**config.mk**
```make
export PLATFORM = sky130hd
export DESIGN_NAME = uart_buffer
export DESIGN_NICKNAME = d
export VERILOG_FILES = /design/src/rtl/uart_pkg.sv /design/src/rtl/uart_sync_fifo.sv /design/src/rtl/uart_buffer.sv
export SDC_FILE = /design/constraint.sdc
export NUM_CORES = 1
export LEC_CHECK = 0
export ABC_AREA = 1
export CAP_MARGIN = 30
export CORE_UTILIZATION = 65
export DETAILED_ROUTE_END_ITERATION = 10
export GPL_TIMING_DRIVEN = 0
export HOLD_SLACK_MARGIN = 0.15
export PLACE_DENSITY_LB_ADDON = 0.2
export SLEW_MARGIN = 20
export SYNTH_ARGS = -nofsm -noshare
export SYNTH_HDL_FRONTEND = slang
export SYNTH_HIERARCHICAL = 1
export SYNTH_SLANG_ARGS = --single-unit
export TNS_END_PERCENT = 50
```
**constraint.sdc**
```tcl
create_clock -name clk -period 4 [get_ports clk]
set_input_delay 0.6 -clock clk [delete_from_list [all_inputs] [get_ports clk]]
set_output_delay 0.6 -clock clk [all_outputs]
set_load 0.03 [all_outputs]
```
**src/rtl/uart_pkg.sv**
```systemverilog
// Shared UART byte type and data width.
package uart_pkg;
   localparam int unsigned UART_DW = 8;
   typedef logic [UART_DW-1:0] uart_byte_t;
endpackage

```
**src/rtl/uart_sync_fifo.sv**
```systemverilog
// First-word-fall-through synchronous FIFO with wrap-bit pointers.
module uart_sync_fifo
   import uart_pkg::*;
#(
   parameter int unsigned DEPTH = 16,
   localparam int unsigned AW = $clog2(DEPTH),
   localparam int unsigned PW = AW + 1
) (
   input  logic          clk,
   input  logic          rst_b,
   input  logic          push,
   input  logic          pop,
   input  logic          flush,
   input  uart_byte_t    wr_data,
   output uart_byte_t    rd_data,
   output logic          full,
   output logic          empty,
   output logic [PW-1:0] count
);

   uart_byte_t    mem [DEPTH];
   logic [PW-1:0] wr_ptr;
   logic [PW-1:0] rd_ptr;

   // Pointer update; flush overrides any same-cycle push or pop.
   always_ff @(posedge clk or posedge rst_b) begin
      if (rst_b) begin
         wr_ptr <= '0;
         rd_ptr <= '0;
      end else if (flush) begin
         wr_ptr <= '0;
         rd_ptr <= '0;
      end else begin
         if (push) wr_ptr <= wr_ptr + PW'(1);
         if (pop)  rd_ptr <= rd_ptr + PW'(1);
      end
   end

   // Storage write; contents are intentionally not reset.
   always_ff @(posedge clk) begin
      if (push && !flush) mem[wr_ptr[AW-1:0]] <= wr_data;
   end

   assign rd_data = mem[rd_ptr[AW-1:0]];
   assign empty   = (wr_ptr == rd_ptr);
   assign full    = (wr_ptr[AW-1:0] == rd_ptr[AW-1:0]) && (wr_ptr[AW] != rd_ptr[AW]);
   assign count   = wr_ptr - rd_ptr;

endmodule

```
**src/rtl/uart_buffer.sv**
```systemverilog
// TX and RX byte buffering between a host and uart_core.
module uart_buffer
   import uart_pkg::*;
#(
   parameter int unsigned TX_DEPTH = 16,
   parameter int unsigned RX_DEPTH = 16,
   localparam int unsigned TXCW = $clog2(TX_DEPTH) + 1,
   localparam int unsigned RXCW = $clog2(RX_DEPTH) + 1
) (
   input  logic            clk,
   input  logic            rst_b,
   input  logic            host_tx_valid,
   input  uart_byte_t      host_tx_data,
   output logic            host_tx_ready,
   output logic            core_tx_valid,
   output uart_byte_t      core_tx_data,
   input  logic            core_tx_ready,
   input  logic            core_rx_valid,
   input  uart_byte_t      core_rx_data,
   output logic            host_rx_valid,
   output uart_byte_t      host_rx_data,
   input  logic            host_rx_ready,
   input  logic            flush_tx,
   input  logic            flush_rx,
   input  logic            clr_overflow,
   output logic [TXCW-1:0] tx_count,
   output logic [RXCW-1:0] rx_count,
   output logic            rx_overflow
);

   logic out_of_reset;
   logic tx_full, tx_empty, tx_push, tx_pop;
   logic rx_full, rx_empty, rx_push, rx_pop, rx_drop;

   // Holds host_tx_ready low until the first clock after reset release.
   always_ff @(posedge clk or posedge rst_b) begin
      if (rst_b) out_of_reset <= 1'b0;
      else       out_of_reset <= 1'b1;
   end

   assign host_tx_ready = out_of_reset && !tx_full;
   assign core_tx_valid = !tx_empty;
   assign host_rx_valid = !rx_empty;

   assign tx_push = host_tx_valid && host_tx_ready;
   assign tx_pop  = core_tx_valid && core_tx_ready;
   assign rx_pop  = host_rx_valid && host_rx_ready;
   // A full RX FIFO still accepts a byte when the head leaves in the same cycle.
   assign rx_push = core_rx_valid && (!rx_full || rx_pop);
   assign rx_drop = core_rx_valid && rx_full && !rx_pop && !flush_rx;

   // Sticky overflow flag; a drop wins over a same-cycle clear.
   always_ff @(posedge clk or posedge rst_b) begin
      if (rst_b)                         rx_overflow <= 1'b0;
      else if (rx_drop)                  rx_overflow <= 1'b1;
      else if (clr_overflow || flush_rx) rx_overflow <= 1'b0;
   end

   uart_sync_fifo #(.DEPTH(TX_DEPTH)) u_tx_fifo (
      .clk     (clk),
      .rst_b   (rst_b),
      .push    (tx_push),
      .pop     (tx_pop),
      .flush   (flush_tx),
      .wr_data (host_tx_data),
      .rd_data (core_tx_data),
      .full    (tx_full),
      .empty   (tx_empty),
      .count   (tx_count)
   );

   uart_sync_fifo #(.DEPTH(RX_DEPTH)) u_rx_fifo (
      .clk     (clk),
      .rst_b   (rst_b),
      .push    (rx_push),
      .pop     (rx_pop),
      .flush   (flush_rx),
      .wr_data (core_rx_data),
      .rd_data (host_rx_data),
      .full    (rx_full),
      .empty   (rx_empty),
      .count   (rx_count)
   );

endmodule

```
# After elaboration in Yosys (flattened, before gate mapping)

Memory sizes are Yosys's and may differ from the RTL's.
Cells that the tools add are included.

Reduce and logical (&&, ||, !) cells: 26
Equal/unequal tests: 6
Add/sub/neg operators: 6
Mux-type cells: 14

Operator list:

| kind                  | count |
|---|---|
| $mux W5               | 8 |
| $add A5 B1 Y5 const B | 4 |
| $logic_and A1 B1 Y1   | 12 |
| $eq A5 B5 Y1          | 2 |
| $reduce_bool A2 Y1    | 5 |
| $sub A5 B5 Y5         | 2 |
| $eq A4 B4 Y1          | 2 |
| $logic_not A1 Y1      | 7 |
| $mux W1               | 6 |
| $logic_or A1 B1 Y1    | 2 |
| $ne A1 B1 Y1          | 2 |

RAM bits: 256
Logic and storage cells: 60
Register bits: 22
Output and inout bits: 30
Input bits: 25
Memories: 2

Memory list:

| name          | words | width | read ports | clocked after memory_dff | wr ports | RTL line             | text |
|---|---|---|---|---|---|---|---|
| u_rx_fifo.mem | 16    | 8     | 1          | 0                        | 1        | uart_sync_fifo.sv:21 | `uart_byte_t mem [DEPTH];` |
| u_tx_fifo.mem | 16    | 8     | 1          | 0                        | 1        | uart_sync_fifo.sv:21 |  |

# Longest topological paths before layout

Word-level depth: 8
Gate-level depth with buffers: 13
Mapped depth without buffers: 11

# Cells and area by module

Netlist, hierarchy kept.

Modules (own cells, without submodules):

| module         | times used | area an instance (sq um) | cells each | seq. area each (sq um) |
|---|---|---|---|---|
| uart_sync_fifo | 2          | 6,324.8                  | 649        | 4,093.9 |
| uart_buffer    | 1          | 151.4                    | 20         | 50.0 |

# Worst setup path before layout

Ideal clock, no wire load.

Path kind: register -> register
From: reg u_rx_fifo.rd_ptr[1]
To: mem u_rx_fifo/mem[0][0] (netlist bit) (enable)
Path slack: 1,243 ps
Period minus slack after synthesis: 2,757 ps
Stages on the path, launching flop included: 14
Library setup time: 370 ps
Required time: 3,630 ps
Buffers on the path: 2
Arrival time: 2,387 ps
Path through: dfrtp_1 > buf_4 > inv_2 > buf_2 > ha_1 > nand4_1 > nor2_1 > inv_2 > nand2_4 > a21boi_2 > inv_1 > nor2_1 > nand2_1 > nor2_1

Cells in the longest elaborated chain, start to end: 8
Elaborated cells on any way between the ends: 11
Classes of those cells: eq/ne (2); mux (2); reduce/logical (7)

Ends and longest elaborated chain:

| element                       | RTL line             | text |
|---|---|---|
| from (decl)                   | uart_sync_fifo.sv:23 | `logic [PW-1:0] rd_ptr;` |
| from (signal assigned)        | uart_sync_fifo.sv:35 | `if (pop) rd_ptr <= rd_ptr + PW'(1);` |
| $eq A5 B5 Y1                  | uart_sync_fifo.sv:45 | `assign empty = (wr_ptr == rd_ptr);` |
| net rx_empty                  | uart_buffer.sv:33    | `logic rx_full, rx_empty, rx_push, rx_pop, rx_drop;` |
| $logic_not A1 Y1              | uart_buffer.sv:43    | `assign host_rx_valid = !rx_empty;` |
| net host_rx_valid             | uart_buffer.sv:20    | `output logic host_rx_valid,` |
| $logic_and A1 B1 Y1           | uart_buffer.sv:47    | `assign rx_pop = host_rx_valid && host_rx_ready;` |
| $logic_or A1 B1 Y1            | uart_buffer.sv:49    | `assign rx_push = core_rx_valid && (!rx_full \|\| rx_pop);` |
| $logic_and A1 B1 Y1           | uart_buffer.sv:49    |  |
| net rx_push                   | uart_buffer.sv:33    |  |
| $logic_and A1 B1 Y1           | uart_sync_fifo.sv:41 | `if (push && !flush) mem[wr_ptr[AW-1:0]] <= wr_data;` |
| $mux W1                       | uart_sync_fifo.sv:41 |  |
| $mux W1 (implied by the code) | uart_sync_fifo.sv:41 |  |
| to (decl)                     | uart_sync_fifo.sv:21 |  |

The timed path passes the listed nets, and every way through them passes these cells.

# Final worst setup path

From: reg u_tx_fifo.rd_ptr[1]
To: out tx_count[4]

Cells in the longest elaborated chain, start to end: 1

Ends and longest elaborated chain:

| element                | RTL line             | text |
|---|---|---|
| from (decl)            | uart_sync_fifo.sv:23 |  |
| from (signal assigned) | uart_sync_fifo.sv:35 |  |
| $sub A5 B5 Y5          | uart_sync_fifo.sv:47 | `assign count = wr_ptr - rd_ptr;` |
| to (decl)              | uart_buffer.sv:26    | `output logic [TXCW-1:0] tx_count,` |

No other way between the ends.

==> results.md <==
* Status: complete, no violations
* Max Fclk at 0.289 GHz
* Average size of a mapped cell at 9.71 µm²
* Async set-reset flop share out of synthesis at 7.91%
* Die width at 142 µm
* Final period utilization at 86.4%
* Register bit total from synthesis at 278
* Avg WL per Cell at 17.1 µm
* # hold bufs at CTS at 0
* Synth Instances at 1318
* Root Driver: clkbuf_16
* Chip height at 142 µm
* VDD IR-drop max at 0.403 mV
* Critical path capture point type: primary output
* Unrepaired setup endpoints after global routing: false
* Synth Cell Area at 12800 µm²
* Vias at 9022
* Setup TNS at 0 ps
* Fin crit period at 3460 ps
* I/O pin count at 55
* Final Setup Violations at 0
* Ys flop type: edfxtp_1
* Largest net degree at the start of global routing at 17
* Synth top area share at 60.1%
* R2R Path End: u_rx_fifo/mem[0][1]
* Clock-pin transition on the worst setup and hold timing paths at 60 ps
* Worst path required time at 3400 ps
* Rel. slew slack at 44.5%
* Fin util at 76.3%
* Worst Reg-to-Reg Cells at 13
* Vias in the first global route at 8529
* Sequential area share after synthesis at 64.4%
* Drt pass-1 iters at 5
* Largest cells by area after synthesis: edfxtp_1 (60%), nand2_1 (12%), inv_1 (8.0%)
* Post-Layout Cell Count at 1682
* H-tree levels at 1
* Gr usage total at 29.4%
* Final wirelength at 28.7 mm
* Power per standard cell area at 485 nW/µm²
* Worst Path Arrival at 2860 ps
* R2r startpoint: u_rx_fifo/rd_ptr[1]
* CP Launch Type: register
* Most numerous cell in the Yosys netlist: nand2_1
* Worst-Margin Slew at 830 ps
* Clock buffer count from CTS at 28
* CTS tree: done
* Area Growth Syn to Fin at 13.4%
* Clock Skew at 8.41 ps
* Worst-case clock buffer depth at 3
* Routability cong. at 0.937
* Starting Density at 67.3%
* Setup bufs post-CTS at 0
* DRT antenna net count at 0
* Buffers on Ports at 54
* DRC at 0
* Post-synth top cells: nand2_1 (420), inv_1 (273), edfxtp_1 (256), nand3_1 (166), nor2_1 (52)
* Syn Nets at 1363
* DP Cell Count at 1632
* Post-synth EDFFs at 256
* Final slew viol count at 0
* Core Footprint at 19000 µm²
* Global-route wire length before repair at 44.4 mm
* Post-DP HPWL at 19.4 mm
* Hold Crit Class: in -> async
* Worst R2R Setup Slack at 550 ps
* Area leader, netlist: edfxtp_1
* Worst-Skew Late Latency at 530 ps
* Final net count at 1447
* Yosys cell types at 30
* # rows at 50
* Ant diodes at 0
* Vias/cell at 5.36
* Max_cap viols at 0
* Grt ovf at 0
* DR iter-0 viols at 704
* LEAKAGE at 6.52 nW
* Yosys warning count at 6
* Sink Count at 278
* Post-CTS Resized at 0
* Fraction of layout cells with a size suffix above 1 at 6.68%
* Critical Path Fanout Max at 11
* Initial antenna violation count at 0
* Critical path type: reg -> out
* Die area at 20300 µm²
* Fin. Hold Viols at 0
==> layer usage <==
metal	global-route usage (%)	wire [µm]
met5	0	0
met4	14.1	1300
met3	4.07	1950
met2	50.9	14400
met1	36.5	11100
==> state kept, by name, indices dropped and copies added (netlist names) <==
register / flops
u_rx_fifo/mem: 128
u_tx_fifo/mem: 128
u_rx_fifo/rd_ptr: 5
u_rx_fifo/wr_ptr: 5
u_tx_fifo/rd_ptr: 5
u_tx_fifo/wr_ptr: 5
out_of_reset: 1
rx_overflow: 1
==> area by class of cell <==
| cell class | count | area (µm²) |
|---|---|---|
| Multi-Input combinational cell | 712 | 3220 |
| Sequential cell | 278 | 8240 |
| Clock buffer | 40 | 777 |
| Fill cell | 1305 | 4500 |
| Timing Repair Buffer | 54 | 541 |
| Clock inverter | 10 | 71.3 |
| Buffer | 46 | 280 |
| Inverter | 282 | 1060 |
| Tap cell | 260 | 325 |
==> how the worst max path moves through the flow <==
stage	from	end	slack [ps]	cells after the start
after floorplan	u_rx_fifo/rd_ptr[1]	u_rx_fifo/mem[0][0]	1240	13
after global placement	u_rx_fifo/rd_ptr[1]	u_rx_fifo/mem[14][4]	650	13
after detailed placement	u_rx_fifo/rd_ptr[1]	u_rx_fifo/mem[12][4]	620	13
after CTS	u_tx_fifo/rd_ptr[1]	tx_count[4]	530	8
after global routing	u_rx_fifo/rd_ptr[1]	u_rx_fifo/mem[12][4]	330	13
final	u_tx_fifo/rd_ptr[1]	tx_count[4]	540	8
==> report_power, final <==
part           leakage [nW]  switching, mW  total [mW]  internal [mW]
clock network         0.419          0.999        2.40           1.40
registers              2.60         0.0240        3.22           3.20
logic                  3.50          0.935        1.42          0.483
total                  6.52           1.96        7.05           5.09
==> per-stage QoR <==
step	instance area [µm²]	hold slack, ps	setup slack, ps	power (mW)
3_3_place_gp	13700	470	648	4.66
2_1_floorplan	12800	341	1240	4.16
3_5_place_dp	13700	483	619	4.68
4_1_cts	14500	272	535	7.06
5_1_grt	14500	287	332	7.29
6_report	14500	279	544	7.05
==> cells in the final DEF (no fill, tap or decap), types with 4 or more instances in the layout <==
master,Yosys,routed
ha_1,18,18
xor2_1,6,6
inv_2,8,8
nor2_1,52,52
clkdlybuf4s50_1,0,54
nand3_1,166,166
buf_2,26,26
o21ai_0,8,8
edfxtp_1,256,256
inv_1,273,273
nand4_1,4,4
buf_6,4,4
clkinv_1,1,4
nand2_1,420,420
clkbuf_1,4,14
clkbuf_16,0,29
a21oi_1,18,18
buf_4,12,12
dfrtp_1,22,22
clkinv_2,0,6
==> logic make-up after synthesis <==
logic type | synth area share [%]
AOI/OAI and AO/OA | 1.44
buffers and inverters | 10.5
adders and majority gates | 2.07
xor gates and xnor gates | 0.547
DFF | 64.4
other | 0.0293
and+or+nand+nor | 21.1
==> critical path: stages, from the launching register on <==
cell and delay (ps):
dfrtp_1 380, buf_4 180, inv_2 90, buf_2 210, fa_1 450, nand3_1 100
nand2_1 60, xor2_1 150, clkdlybuf4s50_1 690
Note: power is estimated with default switching activity, not from simulation.
